File: config.mk
export PLATFORM = sky130hd
export DESIGN_NAME = regfile_write_arbiter
export DESIGN_NICKNAME = d
export VERILOG_FILES = /design/src/rtl/regfile_write_arbiter.sv
export SDC_FILE = /design/constraint.sdc
export NUM_CORES = 1
export LEC_CHECK = 0
export BUFFER_PORTS_ARGS = -buffer_cell sky130_fd_sc_hd__buf_2
export CORE_UTILIZATION = 50
export DETAILED_ROUTE_END_ITERATION = 10
export PLACE_DENSITY = 0.81
export SETUP_SLACK_MARGIN = 0.2
export SKIP_LAST_GASP = 1
export SLEW_MARGIN = 25
export SYNTH_ARGS = -nofsm -noshare
export SYNTH_HDL_FRONTEND = slang
export SYNTH_SLANG_ARGS = --single-unit
export TNS_END_PERCENT = 1
File: constraint.sdc
create_clock -name Clk -period 2.73 [get_ports Clk]
set_input_delay 0.4095 -clock Clk [delete_from_list [all_inputs] [get_ports Clk]]
set_output_delay 0.4095 -clock Clk [all_outputs]
set_load 0.1 [all_outputs]
File: src/rtl/regfile_write_arbiter.sv
// Two-requester writeback arbiter feeding the register file's single write port.
// Define REGFILE_ARB_RR_EN for round-robin conflict resolution; otherwise A has fixed priority.
module regfile_write_arbiter #(
  parameter int CNT_W = 16
) (
  input  logic             Clk,
  input  logic             ResetN,
  input  logic             ReqValidA,
  output logic             ReqReadyA,
  input  logic [4:0]       ReqAddrA,
  input  logic [31:0]      ReqDataA,
  input  logic             ReqValidB,
  output logic             ReqReadyB,
  input  logic [4:0]       ReqAddrB,
  input  logic [31:0]      ReqDataB,
  output logic             RegWrite,
  output logic [4:0]       WriteRegister,
  output logic [31:0]      WriteData,
  output logic             Busy,
  output logic [CNT_W-1:0] WriteCount
);

  logic        full_a, full_b;
  logic [4:0]  addr_a, addr_b;
  logic [31:0] data_a, data_b;
  logic        grant_a, grant_b;
  logic        accept_a, accept_b;
  logic [4:0]  sel_addr;
  logic [31:0] sel_data;

`ifdef REGFILE_ARB_RR_EN
  logic last_grant;

  // On a conflict the requester that did not win last time is served.
  always_comb begin
    grant_a = full_a & (!full_b | last_grant);
    grant_b = full_b & (!full_a | !last_grant);
  end

  always_ff @(posedge Clk or negedge ResetN) begin
    if (!ResetN)      last_grant <= 1'b1;
    else if (grant_a) last_grant <= 1'b0;
    else if (grant_b) last_grant <= 1'b1;
  end
`else
  always_comb begin
    grant_a = full_a;
    grant_b = full_b & !full_a;
  end
`endif

  // Ready depends only on flops, so a buffer being drained can refill on the same edge.
  assign ReqReadyA = !full_a | grant_a;
  assign ReqReadyB = !full_b | grant_b;
  assign accept_a  = ReqValidA & ReqReadyA;
  assign accept_b  = ReqValidB & ReqReadyB;

  always_ff @(posedge Clk or negedge ResetN) begin
    if (!ResetN) begin
      full_a <= 1'b0;
      full_b <= 1'b0;
    end else begin
      full_a <= accept_a | (full_a & !grant_a);
      full_b <= accept_b | (full_b & !grant_b);
    end
  end

  // Buffer payload is only meaningful while its full bit is set.
  always_ff @(posedge Clk) begin
    if (accept_a) begin
      addr_a <= ReqAddrA;
      data_a <= ReqDataA;
    end
    if (accept_b) begin
      addr_b <= ReqAddrB;
      data_b <= ReqDataB;
    end
  end

  always_comb begin
    sel_addr = grant_a ? addr_a : addr_b;
    sel_data = grant_a ? data_a : data_b;
  end

  // Output stage: register 0 writes retire here without asserting RegWrite.
  always_ff @(posedge Clk or negedge ResetN) begin
    if (!ResetN) begin
      RegWrite      <= 1'b0;
      WriteRegister <= 5'd0;
      WriteData     <= 32'd0;
      WriteCount    <= '0;
    end else if (grant_a | grant_b) begin
      WriteRegister <= sel_addr;
      WriteData     <= sel_data;
      RegWrite      <= (sel_addr != 5'd0);
      if (sel_addr != 5'd0) WriteCount <= WriteCount + CNT_W'(1);
    end else begin
      RegWrite <= 1'b0;
    end
  end

  assign Busy = full_a | full_b | RegWrite;

endmodule

Word-level counts from Yosys, hierarchy flattened
Index checks and enable logic that the tools add are counted.

word-level totals
  register bits after elaboration = 130
  bits in latches = 0
  RAM bits = 0
  bits in read-only memories = 0
  bits of input ports = 78
  output and inout port bits = 57
  logic and storage cells = 27
  memories kept = 0

cells by class
  $add $sub $neg = 1
  multipliers = 0
  divide/modulo/power cells = 0
  order comparisons = 0
  equality and inequality tests = 0
  shifts and indexed selects = 0
  multiplexer cells = 3
  bitwise gates (word level) = 8
  reductions and logical operators = 5

operator list
  kind                                            count
  two-way mux 32 bit                              1
  adder 16 x 1 -> 16 bit (second input constant)  1
  two-way mux 5 bit                               1
  OR 1 bit                                        5
  nonzero test 5 bit                              1
  AND 1 bit                                       3
  logical NOT 1 bit                               3
  AND reduction 2 bit                             1
  two-way mux 1 bit                               1

Logic depth before layout (Yosys ltp)
Gate-level depths: netlist (run 1).

  word-level depth = 5
  mapped depth = 6
  gate-level depth less buffers = 5

Worst setup path after synthesis (run 1)
No wires, ideal clock.

  path type = register to register
  from = register full_b
  to = register addr_b[0], enable pin
  setup time = 398 ps
  data arrival time = 2392 ps
  required time = 2332 ps
  slack = -60 ps
  stages on the path, launching flop included = 5
  path buffers = 2
  clock period less this slack = 2790 ps
  cells stage by stage = dfrtp_1 -> clkbuf_1 -> buf_2 -> nand2_1 -> and2_1

between the ends
  longest elaborated chain between the ends = 3
  elaborated cells between the ends (all ways) = 4
  classes of those cells = bitwise: 3; reduce/logical: 1

RTL lines
  element                                         RTL line  source
  from (decl)                                     23        logic full_a, full_b;
  from (signal assigned)                          64        full_b <= accept_b | (full_b & !grant_b);
  AND 1 bit or logical NOT 1 bit (tied branches)  48, 54
  OR 1 bit (*)                                    54        assign ReqReadyB = !full_b | grant_b;
  named net ReqReadyB                             13        output logic ReqReadyB,
  AND 1 bit (*)                                   56        assign accept_b = ReqValidB & ReqReadyB;
  named net accept_b                              27        logic accept_a, accept_b;
  to (signal assigned)                            75        addr_b <= ReqAddrB;
  to (decl)                                       24        logic [4:0] addr_a, addr_b;

Mark *: on every way through the listed nets, which the timed path passes. The rest lies on a longest branch.
A chain may end at the register's enable or synchronous reset.

Final worst setup path (run 1)
  from = register full_b
  to = output Busy

between the ends
  longest elaborated chain between the ends = 2

RTL lines
  element                 RTL line  source
  OR 1 bit (2 in series)  102       assign Busy = full_a | full_b | RegWrite;
  to (decl)               19        output logic Busy,

Every way passes these cells.

==> impl_metrics.ini, run 1 <==
[layout]
drive_above_1_share_pct = 37.4
stdcell_area_um2 = 6180
syn_to_final_growth_pct = 28.2
multi_input_area_um2 = 1120
num-nets-final = 537
insertedDiodeCount = 0
fillerInstances = 680
final_cells = 599
final_core_util_pct = 66.6
seq_area_um2 = 3630

[synthesis]
syn_avg_cell_area_um2 = 15.2
yosys-top-cells-area = edfxtp_1, dfrtp_1, mux2i_1, o21ai_0, nand2_1
synth_nets = 396
synth-seq-cells = 130
yosysMostFrequentCell = edfxtp_1
yosysTopAreaCellShare_pct = 46.1
yosys-top-cells-count = edfxtp_1, dfrtp_1, nand2_1, mux2i_1, o21ai_0
synth_enable_flop_cells = 74
synth_warnings = 0
ys.flop_type = edfxtp_1
async_flop_share_pct = 43.1
synth.largest_area_cell = edfxtp_1
ys_seq_area_share_pct = 75.1
synth_cell_types = 28
synthCells = 317
synth_area_um2 = 4820

[power]
p_total_mw = 5.92
ir_worst_vdd_mv = 1.20
leakagePower_nw = 2.77
powerDensity_nw_per_um2 = 957

[worst_setup_path]
path_buf_inv = 1
worstPathRequired_ps = 2320
cp_max_fo = 22
critPathKind = flop to primary output
arrival_ps = 1940
r2r_start = full_a
critPathMaxStageDelay_ps = 780
cpLargestDelayFamily = flip-flops
rrSetupSlack_ps = 630
crit_path_top_delay_cell = dfrtp_2
endpoint_kind = primary output
path_cells = or3_1, buf_2
reg2reg_depth = 4
start_kind = flop
r2r-end = WriteCount[1]

[placed_design]
dp.final_hpwl_mm = 6.33
place_area_um2 = 5610
place_inst = 567
io_buffers = 133
gp_congestion = 0.811

[hold_path]
min_path_type = input pin to flop
hold_end = data_b[23]
hold_start = ReqDataB[23]
min_path_cells = 1

[run]
maxCapViolations = 0

[routing]
wl_per_cell_um = 16.0
drtIter0Drc = 141
dr.pass1.iters = 5
routed_wirelength_mm = 9.60
drc = 0
num_vias = 3014
ant_nets = 0
vias_per_cell = 5.03

[global_routing]
first_global_vias = 3058
grt_usage_pct = 20.5
grt_first_pass_wirelength_mm = 15.1
grt_max_degree = 41
antenna_found_initial = 2
gr-total-overflow = 0

[timing]
worst_pin_slew_ps = 931
final_hold_viol_count = 0
rsz0062_at_grt = no
relSlewSlack_pct = 37.9
fin_crit_sh_pct = 86.0
max_clock_freq_mhz = 426
skew_ps = 9.51
finalSetupViolCount = 0
min_period_ps = 2350
setup_tns_ps = 0
maxSlewViolCount = 0

[floorplanning]
coreArea_um2 = 9280
fp-row-count = 35
initial_utilization_pct = 51.9
die_area_um2 = 10000
pin_count = 135
die_w_um = 100
die_h_um = 100

[clock_network]
cts_tree = built
root_buffer = clkbuf_8
cts_resized = 0
cts.sinks = 130
clock_latency_ps = 510
numCtsBuffers = 17
clk_pin_slew_ps = 60
htree_levels = 4
cts_buffer_depth = 2

[status]
status = completed
==> repair_timing <==
action	in CTS	in global routing
hold buffers	1	0
hold endpoints to repair	16	0
buffers inserted	0	0
==> registers in the layout, indices dropped and copies added (netlist names), 5 cells and up <==
register and flops:
WriteRegister 5, addr_b 5, addr_a 5, data_a 32, data_b 32, WriteData 32
WriteCount 16
==> cells in the final DEF (no fill, tap or decap), types with 2 or more instances in the layout <==
cell        synthesis  final
buf_2               5    133
edfxtp_1           74     74
dfrtp_1            56     54
nand2_1            40     40
mux2i_1            36     36
o21ai_0            36     36
clkbuf_16           0     16
xnor2_1            15     15
nand3_1            10     10
and3_1              6      6
nand4_1             6      6
inv_6               0      6
buf_4               3      4
nor2_1              3      3
clkinvlp_4          0      3
nor4_2              2      2
nor2b_1             2      2
and4_1              2      2
clkinv_2            0      2
bufinv_16           0      2
dfrtp_2             0      2
==> worst reg2reg max path, cell delays in order (launching register included) <==
cell     delay, ps
dfrtp_2        620
nor4_2         470
nand2_1        320
nand2_1        210
mux2_1         360
==> layout make-up <==
type / count / area share (%)
Clock buffer: 17 / 6.70
Clock inverter: 14 / 2.49
Inverter: 1 / 0.0607
Multi-Input combinational cell: 170 / 18.1
Sequential cell: 130 / 58.6
Tap cell: 129 / 2.61
Timing Repair Buffer: 138 / 11.4
==> how the worst max path moves through the flow <==
stage | from | endpoint | depth (start not counted)
floorplan | full_b | addr_b[0] | 4
global placement | full_b | data_b[27] | 2
detailed placement | full_a | WriteCount[1] | 4
CTS | full_b | Busy | 2
global route | full_a | Busy | 2
finish | full_b | Busy | 2
==> kinds of logic after synthesis <==
family | Yosys count | synth area share [%]
AOI/OAI and AO/OA | 39 | 4.49
xor gates and xnor gates | 15 | 2.72
adders and majority gates | 1 | 0.259
buffers and inverters | 17 | 1.69
DFF | 130 | 75.1
muxes | 37 | 7.71
other | 1 | 0.0778
and+or+nand+nor | 77 | 7.91
==> power by group <==
group / switching, mW / internal [mW]
Clock: 0.863 / 1.31
Sequential: 0.155 / 2.29
Combinational: 1.06 / 0.242
Total: 2.08 / 3.84
==> routing by layer <==
| metal | up-vias | wire length [µm] | global-route usage [%] |
|---|---|---|---|
| met5 | - | 20 | 0 |
| met1 | 1431 | 3940 | 25.5 |
| met2 | 135 | 4740 | 33.6 |
| li1 | 1430 | - | - |
| met4 | 4 | 89 | 7.69 |
| met3 | 14 | 816 | 6.69 |
==> metrics by stage <==
| stage | hold slack (ps) | worst slack, ps |
|---|---|---|
| 2_1_floorplan | 114 | 295 |
| 3_3_place_gp | 346 | 752 |
| 3_5_place_dp | 353 | 663 |
| 4_1_cts | 53.3 | 372 |
| 5_1_grt | 48.4 | 323 |
| 6_report | 69.9 | 382 |
(Power assumes the default switching activity.)
==> inputs of run 2 (changes only) <==
RECOVER_POWER = 25   (was unset)
==> impl_metrics.ini, run 2 (synthesis gave the netlist of run 1 again) <==
[floorplanning]
fp-row-count = 35
initial_utilization_pct = 51.9
die_w_um = 100
coreArea_um2 = 9280
die_area_um2 = 10000
die_h_um = 100
pin_count = 135

[clock_network]
cts_tree = built
cts_buffer_depth = 2
root_buffer = clkbuf_8
htree_levels = 4
cts_resized = 0
numCtsBuffers = 17
clock_latency_ps = 510
cts.sinks = 130
clk_pin_slew_ps = 60

[timing]
finalSetupViolCount = 0
skew_ps = 9.51
worst_pin_slew_ps = 942
setup_tns_ps = 0
maxSlewViolCount = 0
rsz0062_at_grt = no
max_clock_freq_mhz = 426
final_hold_viol_count = 0
relSlewSlack_pct = 37.2
fin_crit_sh_pct = 86.0
min_period_ps = 2350

[routing]
vias_per_cell = 5.03
drc = 0
dr.pass1.iters = 5
ant_nets = 0
drtIter0Drc = 141
routed_wirelength_mm = 9.59
num_vias = 3014
wl_per_cell_um = 16.0

[worst_setup_path]
start_kind = flop
crit_path_top_delay_cell = dfrtp_2
worstPathRequired_ps = 2320
cp_max_fo = 22
cpLargestDelayFamily = flip-flops
critPathMaxStageDelay_ps = 780
arrival_ps = 1940
endpoint_kind = primary output
reg2reg_depth = 4
cp.depth = 2
critPathKind = flop to primary output
path_cells = or3_1, buf_2
path_buf_inv = 1

[run]
maxCapViolations = 0

[layout]
syn_to_final_growth_pct = 28.2
fillerInstances = 680
stdcell_area_um2 = 6180
num-nets-final = 537
reg_top3 = WriteData (32), data_a (32), data_b (32)
insertedDiodeCount = 0
final_cell_mix = buf_2, edfxtp_1, dfrtp_1
final_common_cell = buf_2
drive_above_1_share_pct = 37.0
final_core_util_pct = 66.6

[global_routing]
first_global_vias = 3058
grt_max_degree = 41
grt_usage_pct = 20.5
antenna_found_initial = 2
grt_first_pass_wirelength_mm = 15.1
gr-total-overflow = 0

[power]
powerDensity_nw_per_um2 = 957
p_clk_share_pct = 36.7
p_switching_mw = 2.08
leakagePower_nw = 2.76
p_int_mw = 3.84
seqPwrFrac_pct = 41.3
ir_worst_vdd_mv = 1.20
switching_share_pct = 35.2
combPwrFrac_pct = 22.0

[placed_design]
dp.final_hpwl_mm = 6.33
place_area_um2 = 5610
gp_congestion = 0.811
io_buffers = 133

[hold_path]
min_path_type = input pin to flop
min_path_cells = 1

[status]
status = completed
## run 2: layout make-up
type                            count  area (µm²)  area share, %
Clock inverter                     14         154           2.49
Clock buffer                       17         414           6.70
Timing Repair Buffer              138         703           11.4
Multi-Input combinational cell    170        1120           18.1
Sequential cell                   130        3630           58.7
Tap cell                          129         161           2.61
Inverter                            1        3.75         0.0607
## run 2: final timing paths
kind	from	end	slack [ps]
setup / recovery	full_b	Busy	380
hold / removal	ReqDataB[23]	data_b[23]	70
setup reg to reg	full_a	WriteCount[1]	630
hold reg to reg	data_a[5]	WriteData[5]	450
max in group asynchronous	ResetN	full_b	1300
min in group asynchronous	ResetN	WriteCount[13]	560
## run 2: power by group through the flow
stage / logic [mW] / registers (mW) / clock network [mW]
after global routing: 1.36 / 2.47 / 2.26
after detailed placement: 1.30 / 2.48 / 0
after global placement: 1.28 / 2.47 / 0
final: 1.30 / 2.44 / 2.17
after CTS: 1.31 / 2.44 / 2.19
after floorplan: 0.243 / 3.24 / 0
## run 2: layer usage
layer | vias up | GRT usage [%] | part of all wire [%]
met5 | - | 0 | 0.21
li1 | 1430 | - | -
met3 | 14 | 6.69 | 8.5
met2 | 135 | 33.6 | 49
met4 | 4 | 7.69 | 0.93
met1 | 1431 | 25.5 | 41
## run 2: what timing repair did
item	CTS	global route
setup endpoints to repair	0	0
hold endpoints to repair	16	0
hold buffers	1	0
setup buffers	0	0
## run 2: metrics by stage
stage | worst slack [ps] | instances | hold slack (ps) | power, mW
after floorplan | 295 | 317 | 114 | 3.49
after global placement | 752 | 567 | 346 | 3.75
after detailed placement | 663 | 567 | 353 | 3.78
after CTS | 372 | 599 | 53.3 | 5.95
after global routing | 323 | 599 | 48.4 | 6.09
final | 382 | 599 | 69.9 | 5.92
==> inputs of run 3 (changes only) <==
CTS_BUF_LIST = sky130_fd_sc_hd__clkbuf_4 sky130_fd_sc_hd__clkbuf_8   (was unset)
==> impl_metrics.ini, run 3 (synthesis gave the netlist of run 1 again) <==
[status]
status = completed

[timing]
min_period_ps = 2250
maxSlewViolCount = 0
skew_ps = 12.4
finalSetupViolCount = 0
final_hold_viol_count = 0
hold_slack_ps = 154
relSlewSlack_pct = 37.8
worst_pin_slew_ps = 933
setup_tns_ps = 0
rsz0062_at_grt = no
max_clock_freq_mhz = 444
setup_ws_ps = 478
fin_crit_sh_pct = 82.5

[run]
maxCapViolations = 0

[clock_network]
clk_pin_slew_ps = 80
cts_buffer_depth = 2
cts_tree = built
root_buffer = clkbuf_8
cts.sinks = 130
htree_levels = 4
cts_resized = 0
numCtsBuffers = 17
clock_latency_ps = 420

[layout]
final_common_cell = buf_2
fillerInstances = 717
syn_to_final_growth_pct = 24.4
drive_above_1_share_pct = 37.0
multi_input_area_um2 = 1120
stdcell_area_um2 = 6000
seq_area_um2 = 3630
reg_top3 = WriteData (32), data_a (32), data_b (32)
insertedDiodeCount = 0
final_cell_mix = buf_2, edfxtp_1, dfrtp_1
num-nets-final = 537

[routing]
routed_wirelength_mm = 9.28
vias_per_cell = 4.91
drc = 0
ant_nets = 0
wl_per_cell_um = 15.5
dr.pass1.iters = 4
drtIter0Drc = 143
num_vias = 2942

[floorplanning]
die_h_um = 100
coreArea_um2 = 9280
initial_utilization_pct = 51.9
die_w_um = 100
pin_count = 135
fp-row-count = 35
die_area_um2 = 10000

[global_routing]
antenna_found_initial = 2
grt_first_pass_wirelength_mm = 14.7
first_global_vias = 3024
gr-total-overflow = 0
grt_usage_pct = 19.9
grt_max_degree = 41

[worst_setup_path]
r2r_start = full_a
r2r-end = WriteCount[1]
start_kind = flop
cp_max_fo = 22
rrSetupSlack_ps = 670
arrival_ps = 1840
critPathKind = flop to primary output
endpoint_kind = primary output
reg2reg_depth = 4
worstPathRequired_ps = 2320

[placed_design]
gp_congestion = 0.811
place_area_um2 = 5610
place_ws_ps = 663
io_buffers = 133
dp.final_hpwl_mm = 6.33

[hold_path]
min_path_type = input pin to flop
min_path_cells = 1
hold_end = data_b[23]
hold_start = ReqDataB[23]

[power]
p_total_mw = 5.33
powerDensity_nw_per_um2 = 888
leakagePower_nw = 2.68
ir_worst_vdd_mv = 1.10
==> run 3: cell counts in the layout (fill, tap and decap cells not counted) <==
Identical to the previous run, type by type.
==> run 3: how the worst max path moves through the flow <==
stage | to | start | cells after the start | slack (ps)
after floorplan | addr_b[0] | full_b | 4 | 300
after global placement | data_b[27] | full_b | 2 | 750
after detailed placement | WriteCount[1] | full_a | 4 | 660
after CTS | Busy | full_b | 2 | 460
after global routing | Busy | full_a | 2 | 410
final | Busy | full_b | 2 | 480
==> run 3: per-layer routing <==
layer  GRT usage (%)  share of wire [%]  vias to the layer above
met5               0               0.22                        -
met4            7.13                1.5                        4
met3            7.17                7.3                       17
met2            32.5                 48                      108
met1            24.4                 43                     1385
li1                -                  -                     1428
==> run 3: power by group <==
part	internal (mW)	total [mW]	leakage (nW)	switching [mW]
Clock	0.821	1.60	0.190	0.776
Sequential	2.28	2.43	1.40	0.152
Combinational	0.241	1.30	1.09	1.06
==> run 3: layout make-up <==
type                            count  area share (%)
Inverter                            1          0.0626
Tap cell                          129            2.69
Multi-Input combinational cell    170            18.6
Clock inverter                     14            2.56
Sequential cell                   130            60.4
Clock buffer                       17            3.90
Timing Repair Buffer              138            11.7
==> run 3: stage by stage <==
step | std cells | utilization (%)
finish | 599 | 64.6
floorplan | 317 | -
detailed placement | 567 | 60.4
CTS | 599 | 64.7
global route | 599 | 64.6
global placement | 567 | 60.4
==> run 3: worst max-delay path: stages (launching register included) <==
cell and delay [ps]:
dfrtp_2 780, or3_1 220, buf_2 430
==> run 3: what timing repair did <==
| item | CTS | global route |
|---|---|---|
| endpoints found under the setup margin | 0 | 0 |
| buffers inserted | 0 | 0 |
| hold buffers | 1 | 0 |
| hold endpoints to repair | 16 | 0 |
